==> config.mk <==
export PLATFORM = sky130hd
export DESIGN_NAME = av_sprite_fetch_arbiter
export DESIGN_NICKNAME = d
export VERILOG_FILES = /design/src/rtl/av_sprite_pkg.sv /design/src/rtl/av_rr_pick.sv /design/src/rtl/av_sprite_fetch_arbiter.sv
export SDC_FILE = /design/constraint.sdc
export NUM_CORES = 1
export LEC_CHECK = 0
export ABC_AREA = 1
export CAP_MARGIN = 20
export CORE_ASPECT_RATIO = 1.1
export CORE_MARGIN = 2
export CORE_UTILIZATION = 34
export CTS_CLUSTER_DIAMETER = 50
export DETAILED_ROUTE_END_ITERATION = 10
export PLACE_DENSITY_LB_ADDON = 0.12
export SLEW_MARGIN = 20
export SYNTH_ARGS = -nofsm -noshare
export SYNTH_HDL_FRONTEND = slang
export SYNTH_SLANG_ARGS = --single-unit
==> constraint.sdc <==
create_clock -name clk65 -period 7.3 [get_ports clk65]
set_input_delay 1.46 -clock clk65 [delete_from_list [all_inputs] [get_ports clk65]]
set_output_delay 1.46 -clock clk65 [all_outputs]
set_load 0.01 [all_outputs]
==> src/rtl/av_sprite_pkg.sv <==
// rtl/av_sprite_pkg.sv - shared constants and types for the sprite fetch arbiter
package av_sprite_pkg;

    localparam int N_REQ = 6;
    localparam int AW    = 10;
    localparam int SPR_W = 13;
    localparam int N_SPR = 16;

    typedef logic [2:0]    req_id_t;
    typedef logic [3:0]    spr_idx_t;
    typedef logic [AW-1:0] spr_addr_t;

endpackage

==> src/rtl/av_rr_pick.sv <==
// rtl/av_rr_pick.sv - combinational rotating-priority picker
module av_rr_pick
    import av_sprite_pkg::*;
#(
    parameter int N = N_REQ
)
(
    input  logic [N-1:0] req,
    input  req_id_t      ptr,
    output logic [N-1:0] gnt,
    output req_id_t      idx,
    output logic         any
);

    logic [3:0] cand;

    // Scan from ptr upward with wrap; the first requester found wins
    always_comb begin
        gnt  = '0;
        idx  = '0;
        any  = 1'b0;
        cand = '0;
        for (int k = 0; k < N; k++) begin
            cand = {1'b0, ptr} + 4'(k);
            if (cand >= 4'(N)) begin
                cand = cand - 4'(N);
            end
            if (!any && req[cand[2:0]]) begin
                any            = 1'b1;
                idx            = cand[2:0];
                gnt[cand[2:0]] = 1'b1;
            end
        end
    end

endmodule

==> src/rtl/av_sprite_fetch_arbiter.sv <==
// rtl/av_sprite_fetch_arbiter.sv - round-robin scheduler for the shared sprite BRAM port
module av_sprite_fetch_arbiter
    import av_sprite_pkg::*;
#(
    parameter int MAX_WAIT = 8
)
(
    input  logic                   clk65,
    input  logic                   rst_n,
    input  logic [N_REQ-1:0]       req,
    input  logic [N_REQ*AW-1:0]    req_addr,
    input  logic [N_REQ*4-1:0]     req_spr,
    output logic [N_REQ-1:0]       gnt,
    output logic [AW-1:0]          mem_addr,
    input  logic [N_SPR*SPR_W-1:0] mem_data,
    output logic [SPR_W-1:0]       rdata,
    output logic                   rvalid,
    output logic [2:0]             rid,
    output logic [N_REQ-1:0]       starve,
    input  logic                   starve_clr
);

    localparam int            CW   = $clog2(MAX_WAIT + 1);
    localparam logic [CW-1:0] WMAX = CW'(MAX_WAIT);

    req_id_t          ptr;
    logic [N_REQ-1:0] pick_gnt;
    req_id_t          pick_idx;
    logic             pick_any;

    logic             s1_valid;
    req_id_t          s1_id;
    spr_idx_t         s1_spr;
    logic             s2_valid;
    req_id_t          s2_id;
    spr_idx_t         s2_spr;

    logic [CW-1:0]    wait_cnt [N_REQ];

    av_rr_pick #(.N(N_REQ)) u_pick (
        .req (req),
        .ptr (ptr),
        .gnt (pick_gnt),
        .idx (pick_idx),
        .any (pick_any)
    );

    // Grant is visible in the request cycle but never while held in reset
    always_comb begin
        gnt = rst_n ? pick_gnt : '0;
    end

    // Grant side: advance pointer, latch BRAM address and load stage 1
    always_ff @(posedge clk65 or negedge rst_n) begin
        if (!rst_n) begin
            ptr      <= '0;
            mem_addr <= '0;
            s1_valid <= 1'b0;
            s1_id    <= '0;
            s1_spr   <= '0;
        end else begin
            s1_valid <= pick_any;
            if (pick_any) begin
                ptr      <= (pick_idx == req_id_t'(N_REQ - 1)) ? '0 : pick_idx + 1'b1;
                mem_addr <= req_addr[int'(pick_idx)*AW +: AW];
                s1_id    <= pick_idx;
                s1_spr   <= req_spr[int'(pick_idx)*4 +: 4];
            end
        end
    end

    // Stage 2 tracks the BRAM read latency, then the output register selects the sprite word
    always_ff @(posedge clk65 or negedge rst_n) begin
        if (!rst_n) begin
            s2_valid <= 1'b0;
            s2_id    <= '0;
            s2_spr   <= '0;
            rvalid   <= 1'b0;
            rid      <= '0;
            rdata    <= '0;
        end else begin
            s2_valid <= s1_valid;
            s2_id    <= s1_id;
            s2_spr   <= s1_spr;
            rvalid   <= s2_valid;
            rid      <= s2_id;
            rdata    <= mem_data[int'(s2_spr)*SPR_W +: SPR_W];
        end
    end

    // Per-requester wait counters and sticky starve flags; a new set beats the clear
    always_ff @(posedge clk65 or negedge rst_n) begin
        if (!rst_n) begin
            for (int i = 0; i < N_REQ; i++) begin
                wait_cnt[i] <= '0;
            end
            starve <= '0;
        end else begin
            for (int i = 0; i < N_REQ; i++) begin
                if (req[i] && !gnt[i]) begin
                    if (wait_cnt[i] != WMAX) begin
                        wait_cnt[i] <= wait_cnt[i] + 1'b1;
                    end
                end else begin
                    wait_cnt[i] <= '0;
                end
                starve[i] <= (starve[i] & ~starve_clr) | (wait_cnt[i] == WMAX);
            end
        end
    end

endmodule
# Word level (Yosys, flattened, before mapping)
# Index checks and enable logic that the tools add are counted.
[op_classes]
n_addsub = 18
n_mul = 2
magnitude_cmp = 18
eq_ne = 19
shift = 3
muxes = 62
bitwise_logic = 18
n_reduce_logical = 28
[op_table]
columns = ["cell", "count"]
rows = [
  ["208-bit by 9-bit variable part select with 13-bit output", 1],
  ["60-bit by 8-bit variable part select with 10-bit output", 1],
  ["4-bit 2-to-1 mux", 12],
  ["6-bit 2-to-1 mux", 7],
  ["3-bit 2-to-1 mux", 13],
  ["6-bit bitwise OR", 5],
  ["4-bit by 1-bit adder with 4-bit output, second input constant", 6],
  ["4-bit equality test, second input constant", 6],
  ["3-bit by 4-bit less-than comparator with 1-bit output, second input constant", 6],
  ["4-bit inequality test, second input constant", 6],
  ["24-bit by 6-bit variable part select with 4-bit output", 1],
  ["4-bit by 3-bit greater-or-equal comparator with 1-bit output, second input constant", 5],
  ["1-bit binary-select mux with 3-bit select", 6],
  ["1-bit demux with 3-bit select", 6],
  ["3-bit by 1-bit greater-or-equal comparator with 1-bit output, second input constant", 6],
  ["1-bit 2-to-1 mux", 18],
  ["3-bit subtractor, second input constant", 6],
  ["1-bit logical AND", 17],
  ["2-bit by 1-bit inequality test with 1-bit output, second input constant", 6],
  ["1-bit logical NOT", 11],
  ["3-bit by 2-bit adder with 4-bit output, second input constant", 2],
  ["3-bit by 3-bit adder with 4-bit output, second input constant", 2],
  ["4-bit by 4-bit multiplier with 8-bit output, second input constant", 1],
  ["1-bit AND", 6],
  ["7 further kinds", 12],
]
[totals]
ff_bits = 76
inputBits = 301
out_inout_bits = 39
wordCells = 186

# Depth between registers and ports, before layout
# Gate-level depths: netlist (run 1).
[depth]
depth_word = 24
mapped_depth = 27
ltp_nobuf = 24

# Modules after synthesis
# From an unflattened synthesis (run 1), not the netlist that was laid out.
[unflattened]
hier_cells = 1308
area_unflattened_um2 = 7464.7
[by_module_without_submodules]
columns = ["module", "n_inst", "cells_per_inst", "area_per_inst_um2", "seq_area_each_um2"]
rows = [
  ["av_sprite_fetch_arbiter", 1, 1081, 6308.6, 1901.8],
  ["av_rr_pick", 1, 227, 1156.1, 0.0],
]

# Worst setup path before layout (run 1)
# OpenSTA, ideal clock, no wires.
[synth_timing]
kind = "input -> output"
startpoint = "in req[0]"
endpoint = "out gnt[5]"
t_arrival_ps = 3088
t_required_ps = 5840
path_slack_ps = 2752
stages = 13
path_buffers = 1
cell_sequence = "or2_2 o21ai_2 nand2_1 a31oi_4 nand3_4 nor2_2 nand2_1 nand3_1 nand2_2 nand2_2 buf_6 nand2_1 nor2_1"
[synth_between]
elab_chain_len = 19
word_cells_on_any_way = 39
classes_between = "mux (24); bitwise (5); reduce/logical (10)"
[synth_rtl]
columns = ["element", "line_no", "text"]
rows = [
  ["from (decl)", "av_sprite_fetch_arbiter.sv:10", "input logic [N_REQ-1:0] req,"],
  ["1-bit binary-select mux with 3-bit select", "av_rr_pick.sv:28", "if (!any && req[cand[2:0]]) begin"],
  ["1-bit 2-to-1 mux (not written as such)", "av_rr_pick.sv:28", ""],
  ["1-bit 2-to-1 mux", "av_rr_pick.sv:28", ""],
  ["1-bit logical NOT", "av_rr_pick.sv:28", ""],
  ["1-bit logical AND", "av_rr_pick.sv:28", ""],
  ["1-bit 2-to-1 mux", "av_rr_pick.sv:28", ""],
  ["1-bit logical NOT", "av_rr_pick.sv:28", ""],
  ["1-bit logical AND", "av_rr_pick.sv:28", ""],
  ["(+3 left out)", "--", ""],
  ["1-bit 2-to-1 mux", "av_rr_pick.sv:28", ""],
  ["1-bit logical NOT", "av_rr_pick.sv:28", ""],
  ["1-bit logical AND", "av_rr_pick.sv:28", ""],
  ["1-bit 2-to-1 mux", "av_rr_pick.sv:28", ""],
  ["1-bit logical NOT", "av_rr_pick.sv:28", ""],
  ["1-bit logical AND", "av_rr_pick.sv:28", ""],
  ["6-bit 2-to-1 mux (*)", "av_rr_pick.sv:28", ""],
  ["6-bit 2-to-1 mux (*)", "av_sprite_fetch_arbiter.sv:50", "gnt = rst_n ? pick_gnt : '0;"],
  ["to (decl)", "av_sprite_fetch_arbiter.sv:13", "output logic [N_REQ-1:0] gnt,"],
]
# Every way passes the cells marked *; elsewhere a longest branch is shown, timed or not. The select of a mux whose other input is x is not followed.

# Worst setup path after layout (run 1)
# Ends and elaborated chain as after synthesis.

==> results of run 1 <==
## state kept, by name, indices dropped and copies added (netlist names)
register  count
s2_valid      1
starve        6
mem_addr     10
wait_cnt     24
rdata        13
s2_spr        4
s1_spr        4
s2_id         3
s1_id         3
s1_valid      1
rvalid        1
ptr           3
rid           3
## metrics by stage
step | power [W] | worst slack [ns] | std cells | utilization
floorplan | 0.00402 | 2.75 | 1045 | -
global placement | 0.00511 | 1.14 | 1589 | 0.515
detailed placement | 0.00512 | 1.11 | 1589 | 0.515
CTS | 0.00566 | 1.11 | 1605 | 0.532
global route | 0.00622 | 0.926 | 1605 | 0.532
finish | 0.00560 | 1.15 | 1605 | 0.532
## cell usage in the layout (no fill, tap or decap), drive strengths merged, types with 2 or more instances in the layout
| cell | n |
|---|---|
| nand3 | 101 |
| mux2i | 53 |
| xor2 | 13 |
| inv | 170 |
| and2 | 2 |
| bufinv | 3 |
| nor3b | 2 |
| o211ai | 55 |
| nand2 | 222 |
| clkinv | 5 |
| dfrtp | 76 |
| or2 | 2 |
| clkbuf | 10 |
| nor3 | 3 |
| a31oi | 2 |
| o21a | 2 |
| nand3b | 17 |
| a21oi | 77 |
| nand4 | 3 |
| o21ai | 93 |
| clkdlybuf4s50 | 338 |
| xnor2 | 5 |
| nor2 | 58 |
| buf | 9 |
| ha | 21 |
## cell families after synthesis
family | after synthesis | synth area share
simple gates | 412 | 0.265
compound gates | 234 | 0.194
buf+inv | 231 | 0.135
flops | 76 | 0.270
mux | 53 | 0.0752
fa+ha+maj | 21 | 0.0372
xor+xnor | 18 | 0.0234
## routing by layer
| layer | global-route usage | wire, µm | up-vias |
|---|---|---|---|
| li1 | - | - | 4019 |
| met4 | 0.0576 | 431 | 4 |
| met5 | 0 | 22 | - |
| met3 | 0.0579 | 2110 | 27 |
| met2 | 0.436 | 14000 | 271 |
| met1 | 0.300 | 11400 | 3497 |
## worst max-delay path, delay by kind of cell
| kind | cells | cell delay, ns |
|---|---|---|
| compound gates | 3 | 1.01 |
| buf+inv | 2 | 0.99 |
| simple gates | 7 | 1.23 |
## final cells by class
cell class	count	area, µm²	area share
multi-input cells	738	4200	0.387
clock buffers	10	229	0.0211
repair buffers	347	3450	0.318
well taps	256	320	0.0295
flip-flops and latches	76	1910	0.176
clock inverters	6	113	0.0104
inverters	172	646	0.0594
## power by group through the flow
stage               Sequential, W  Clock (W)  Combinational [W]
floorplan                0.000750          0            0.00327
global placement         0.000819          0            0.00429
detailed placement       0.000822          0            0.00430
CTS                      0.000816   0.000534            0.00431
global route             0.000844   0.000549            0.00482
finish                   0.000815   0.000518            0.00427
## path summary, 6_finish.rpt
check                                                end  slack [ns]  cells after the start
worst max-delay path                              gnt[5]        1.15                     12
worst min-delay path                    rid[2]$_DFF_PN0_        0.35                      0
worst max register to register   wait_cnt[2]$_DFFE_PN0P_        3.06                     17
worst min register to register          rid[2]$_DFF_PN0_        0.35                      0
max in group asynchronous            s2_spr[0]$_DFF_PN0_        5.18                      2
min in group asynchronous       wait_cnt[12]$_DFFE_PN0P_        1.13                      1
==> results.tsv, run 1 <==
metric	value	unit
die_w	141	µm
fp.coreArea	20400	µm²
antenna_found_initial	2	
gp_congestion	0.878	
synth_fp_nets	1367	
htreeDepth	3	
num_vias	7818	
whs	0.353	ns
drive_gt1_frac	0.0563	
critPathArrivalTime	4.69	ns
clock_sinks	76	
clkSlewWorstSetupHoldPaths	0.06	ns
cellInternalPower	0.00252	W
fin_crit_sh	0.843	
place_area	10500	µm²
p_clk_frac	0.093	
seqPwrFrac	0.145	
synth_warnings	0	
post-cts-setup-buffers	0	
overflow	0	
crit_required	5.84	ns
comb_power_share	0.762	
grt_max_degree	80	
drt_iter0_markers	587	
crit_chain	clkdlybuf4s50_1 -> or2_2 -> o21ai_2 -> nand2_1 -> a31oi_4 -> nand4_4 -> nor2_2 -> nand2_2 -> o211ai_2 -> nand2_1 -> nor2_1 -> clkdlybuf4s50_1	
ir_drop	0.576	mV
min-delay-start	s2_id[2]$_DFF_PN0_	
crit_path_end_kind	output pin	
final_nets	1666	
start_kind	input pin	
start_util	0.345	
finalCriticalPeriod	6.15	ns
avgSynthCellArea	6.75	µm²
crit_start	req[0]	
via_per_inst	4.87	
finClkSkew	0.00563	ns
leakage	5.10	nW
switching_share	0.550	
timing.rr.start	ptr[0]$_DFFE_PN0P_	
final_cell_area	10900	µm²
dr.pass1.iters	5	
synthTopCellsByCount	nand2_1, inv_1, nand3_1, o21ai_0, dfrtp_1	
hp-class	reg -> reg	
clk_latency	0.34	ns
slew_headroom	0.355	
fill_cells	2059	
ios	340	
fmax	0.163	GHz
postCtsResizedCells	0	
cts_tree	yes	
pwr_density_cell	515	nW/µm²
worst_pin_slew	0.967	ns
hold_buffers	0	
cts_root_buf	clkbuf_16	
numCtsBuffers	9	
rsz0062_at_grt	no	
grt_pass1_vias	7324	
setup_violations	0	
maxSlewViolCount	0	
wl_per_cell	17.4	µm
rows	55	
area_growth	54.0	%
critPathKind	in -> out	
yosys-top-cells-area	dfrtp_1, nand2_1, inv_1, mux2i_1, nand3_1	
hold_violations	0	
post-synth-top-area-cell	dfrtp_1	
synth_cell_types	49	
slowest_stage	o211ai_2	
antenna_cells	0	
drc	0	
postSynthCellCount	1045	
placement.io_buffers	339	
fp.dieH	155	µm
syn_area	7060	µm²
synth_edf_count	0	
slowest_delay	0.68	ns
grt_use_total	0.245	
cp_max_fo	17	
synth_seq_area_share	0.270	
grt_pass1_wl	41700	µm
p_switching	0.00308	W
finalSetupTns	0	ns
synth-main-ff-cell	dfrtp_1	
status	complete, no violations	
die_area	21900	µm²
ant_nets	0	
maxCapViolations	0	
max-clock-path-buffers	2	
async_reset_ff_frac	1.00	
hpwlAfterDp	21800	µm
synth-seq-cells	76	
netlist.area_leader.share	0.270	
routed_wl	27900	µm
yosysMostFrequentCell	nand2_1	
(Power assumes the default switching activity.)
==> run 2: changes to the inputs <==
Clock period 7.3 ns to 5.8 ns, I/O delays scaled along.
==> run 2 against run 1 <==
- non-clock buffer count grew 3
- die area is the same
- sequential share of layout area is essentially flat
- critical endpoint is now gnt[0]
- largest cell class unchanged
- final cell count grew 0.25%
==> results.tsv, run 2 (synthesis gave the netlist of run 1 again) <==
metric	value	unit	change
antenna_found_initial	2		unchanged
multi_input_area	4200	µm²	unchanged
p_switching	0.00394	W	+28%
max-clock-path-buffers	2		unchanged
cellInternalPower	0.00307	W	+22%
routed_wl	28300	µm	+1.3%
fin_crit_sh	0.875		
final_util	0.530		-0.00129
final_nets	1669		+0.18%
slowest_delay	0.53	ns	-0.15 ns
maxSlewViolCount	0		unchanged
post-cts-setup-buffers	0		unchanged
layout_commonest_cell	clkdlybuf4s50_1		
maxCapViolations	0		unchanged
regArea	1910	µm²	unchanged
ant_nets	0		unchanged
critPathKind	in -> out		
via_per_inst	4.93		+1.2%
grt_pass1_wl	41800	µm	+0.25%
cts_tree	yes		
grt_max_degree	73		-8.8%
fmax	0.197	GHz	
crit_chain	clkdlybuf4s50_1 -> or2_2 -> o21ai_2 -> nand2_1 -> a31oi_4 -> nand3_4 -> nor2_4 -> nand2_1 -> o22ai_1 -> a21oi_1 -> o21ai_0 -> nand2_1 -> inv_1 -> clkdlybuf4s50_1		
p_total	0.00701	W	+25%
hold_buffers	0		unchanged
start_kind	input pin		
final_cell_mix	clkdlybuf4s50_1, nand2_1, inv_1		
clkSlewWorstSetupHoldPaths	0.06	ns	about the same
slowest_stage	clkdlybuf4s50_1		
crit_path_end_kind	output pin		
drive_gt1_frac	0.0592		+0.00283
hpwlAfterDp	22000	µm	+1.1%
leakage	5.09	nW	-0.23%
final_cell_area	10800	µm²	-0.24%
dp_cells	1592		+0.19%
fp.dieH	155	µm	unchanged
grt_pass1_vias	7289		-0.48%
switching_share	0.562		+0.0122
worst_pin_slew	0.956	ns	-0.0111 ns
placement.io_buffers	339		unchanged
rsz0062_at_grt	no		
clk_latency	0.34	ns	about the same
wl_per_cell	17.6	µm	+1.1%
postCtsResizedCells	0		unchanged
start_util	0.345		unchanged
top_regs	wait_cnt: 24 flops, rdata: 13 flops, mem_addr: 10 flops		
hold_violations	0		unchanged
overflow	0		unchanged
fp.coreArea	20400	µm²	unchanged
status	complete, no violations		
largest_register_ffs	24		unchanged
pwr_density_cell	647	nW/µm²	+26%
rows	55		unchanged
gp_congestion	0.867		-1.2%
finClkSkew	0.0115	ns	+0.00588 ns
seqPwrFrac	0.145		about the same
cp.buffers_inverters	3		+1
critPathArrivalTime	3.91	ns	-0.78 ns
comb_power_share	0.776		+0.014
die_area	21900	µm²	unchanged
hp-class	reg -> reg		
htreeDepth	3		unchanged
num_vias	7933		+1.5%
die_w	141	µm	unchanged
cp_max_fo	5		-12
ios	340		unchanged
clock_sinks	76		unchanged
drt_iter0_markers	430		-27%
fill_cells	2068		+0.44%
stdcell_count	1609		+0.25%
dr.pass1.iters	5		unchanged
finalCriticalPeriod	5.07	ns	
grt_use_total	0.247		+0.00183
p_clk_frac	0.079		-0.014
finalSetupTns	0	ns	unchanged
ir_drop	0.393	mV	-32%
setup_violations	0		unchanged
path_common_cell	nand2_1		
area_growth	53.6	%	
crit_required	4.64	ns	-1.20 ns
cts_root_buf	clkbuf_16		
largest_register	wait_cnt		
numCtsBuffers	9		unchanged
drc	0		unchanged
place_area	10500	µm²	+0.21%
cpLargestDelayFamily	buffers and inverters		
slew_headroom	0.362		+0.00672
==> run 2: changes by cell type in the layout (fill, tap and decap cells not counted), sizes merged <==
cell	before	now
bufinv	3	0
clkbuf	10	9
inv	170	175
buf	9	12
clkinvlp	0	1
clkinv	5	3
diode	0	1
==> run 2: power groups by stage <==
| stage | Sequential [W] | Combinational [W] | Clock (W) |
|---|---|---|---|
| 2_1_floorplan | 0.000944 | 0.00411 | 0 |
| 3_3_place_gp | 0.00102 | 0.00548 | 0 |
| 3_5_place_dp | 0.00103 | 0.00547 | 0 |
| 4_1_cts | 0.00102 | 0.00549 | 0.000573 |
| 5_1_grt | 0.00105 | 0.00612 | 0.000596 |
| 6_report | 0.00101 | 0.00544 | 0.000556 |
==> run 2: final timing paths <==
kind	from	cells after the start	endpoint	slack, ns
min reg2reg	s2_id[1]$_DFF_PN0_	0	rid[1]$_DFF_PN0_	0.35
max in group asynchronous	rst_n	2	s2_spr[0]$_DFF_PN0_	3.98
max	req[0]	14	gnt[0]	0.73
min	s2_id[1]$_DFF_PN0_	0	rid[1]$_DFF_PN0_	0.35
max reg2reg	ptr[1]$_DFFE_PN0P_	21	s1_spr[1]$_DFFE_PN0P_	2.00
min in group asynchronous	rst_n	1	starve[2]$_DFF_PN0_	0.83
==> run 2: area by class of cell <==
cell class,instances,area share
Antenna cell,1,0.000231
Clock buffer,9,0.0208
Clock inverter,7,0.00600
Inverter,172,0.0596
Multi-Input combinational cell,738,0.387
Sequential cell,76,0.176
Tap cell,256,0.0296
Timing Repair Buffer,350,0.320
==> run 2: worst reg2reg max path: cells and delay by family (launching register included) <==
family	cells	cell delay, ns
and+or+nand+nor	14	1.89
buffers and inverters	3	0.59
DFF	1	0.51
adders and majority gates	1	0.44
AOI/OAI and AO/OA	3	0.25
==> run 2: per-layer routing <==
layer / GRT usage / wire (µm) / up-vias
met2: 0.429 / 13900 / 282
met4: 0.0648 / 529 / 2
met3: 0.0536 / 2010 / 28
met1: 0.312 / 11800 / 3600
met5: 0 / 13 / -
li1: - / - / 4021
==> run 2: metrics by stage <==
| stage | hold WS, ns | setup slack (ns) |
|---|---|---|
| 4_1_cts | 0.362 | 0.677 |
| 3_3_place_gp | 0.336 | 0.713 |
| 5_1_grt | 0.366 | 0.460 |
| 3_5_place_dp | 0.345 | 0.678 |
| 6_report | 0.353 | 0.727 |
| 2_1_floorplan | 0.331 | 1.66 |
==> run 3: changes to the inputs <==
Settings changed: SLEW_MARGIN 20 to 10.
==> results of run 3 <==
No change in the layout: final DEF, timing and power equal those of run 2.
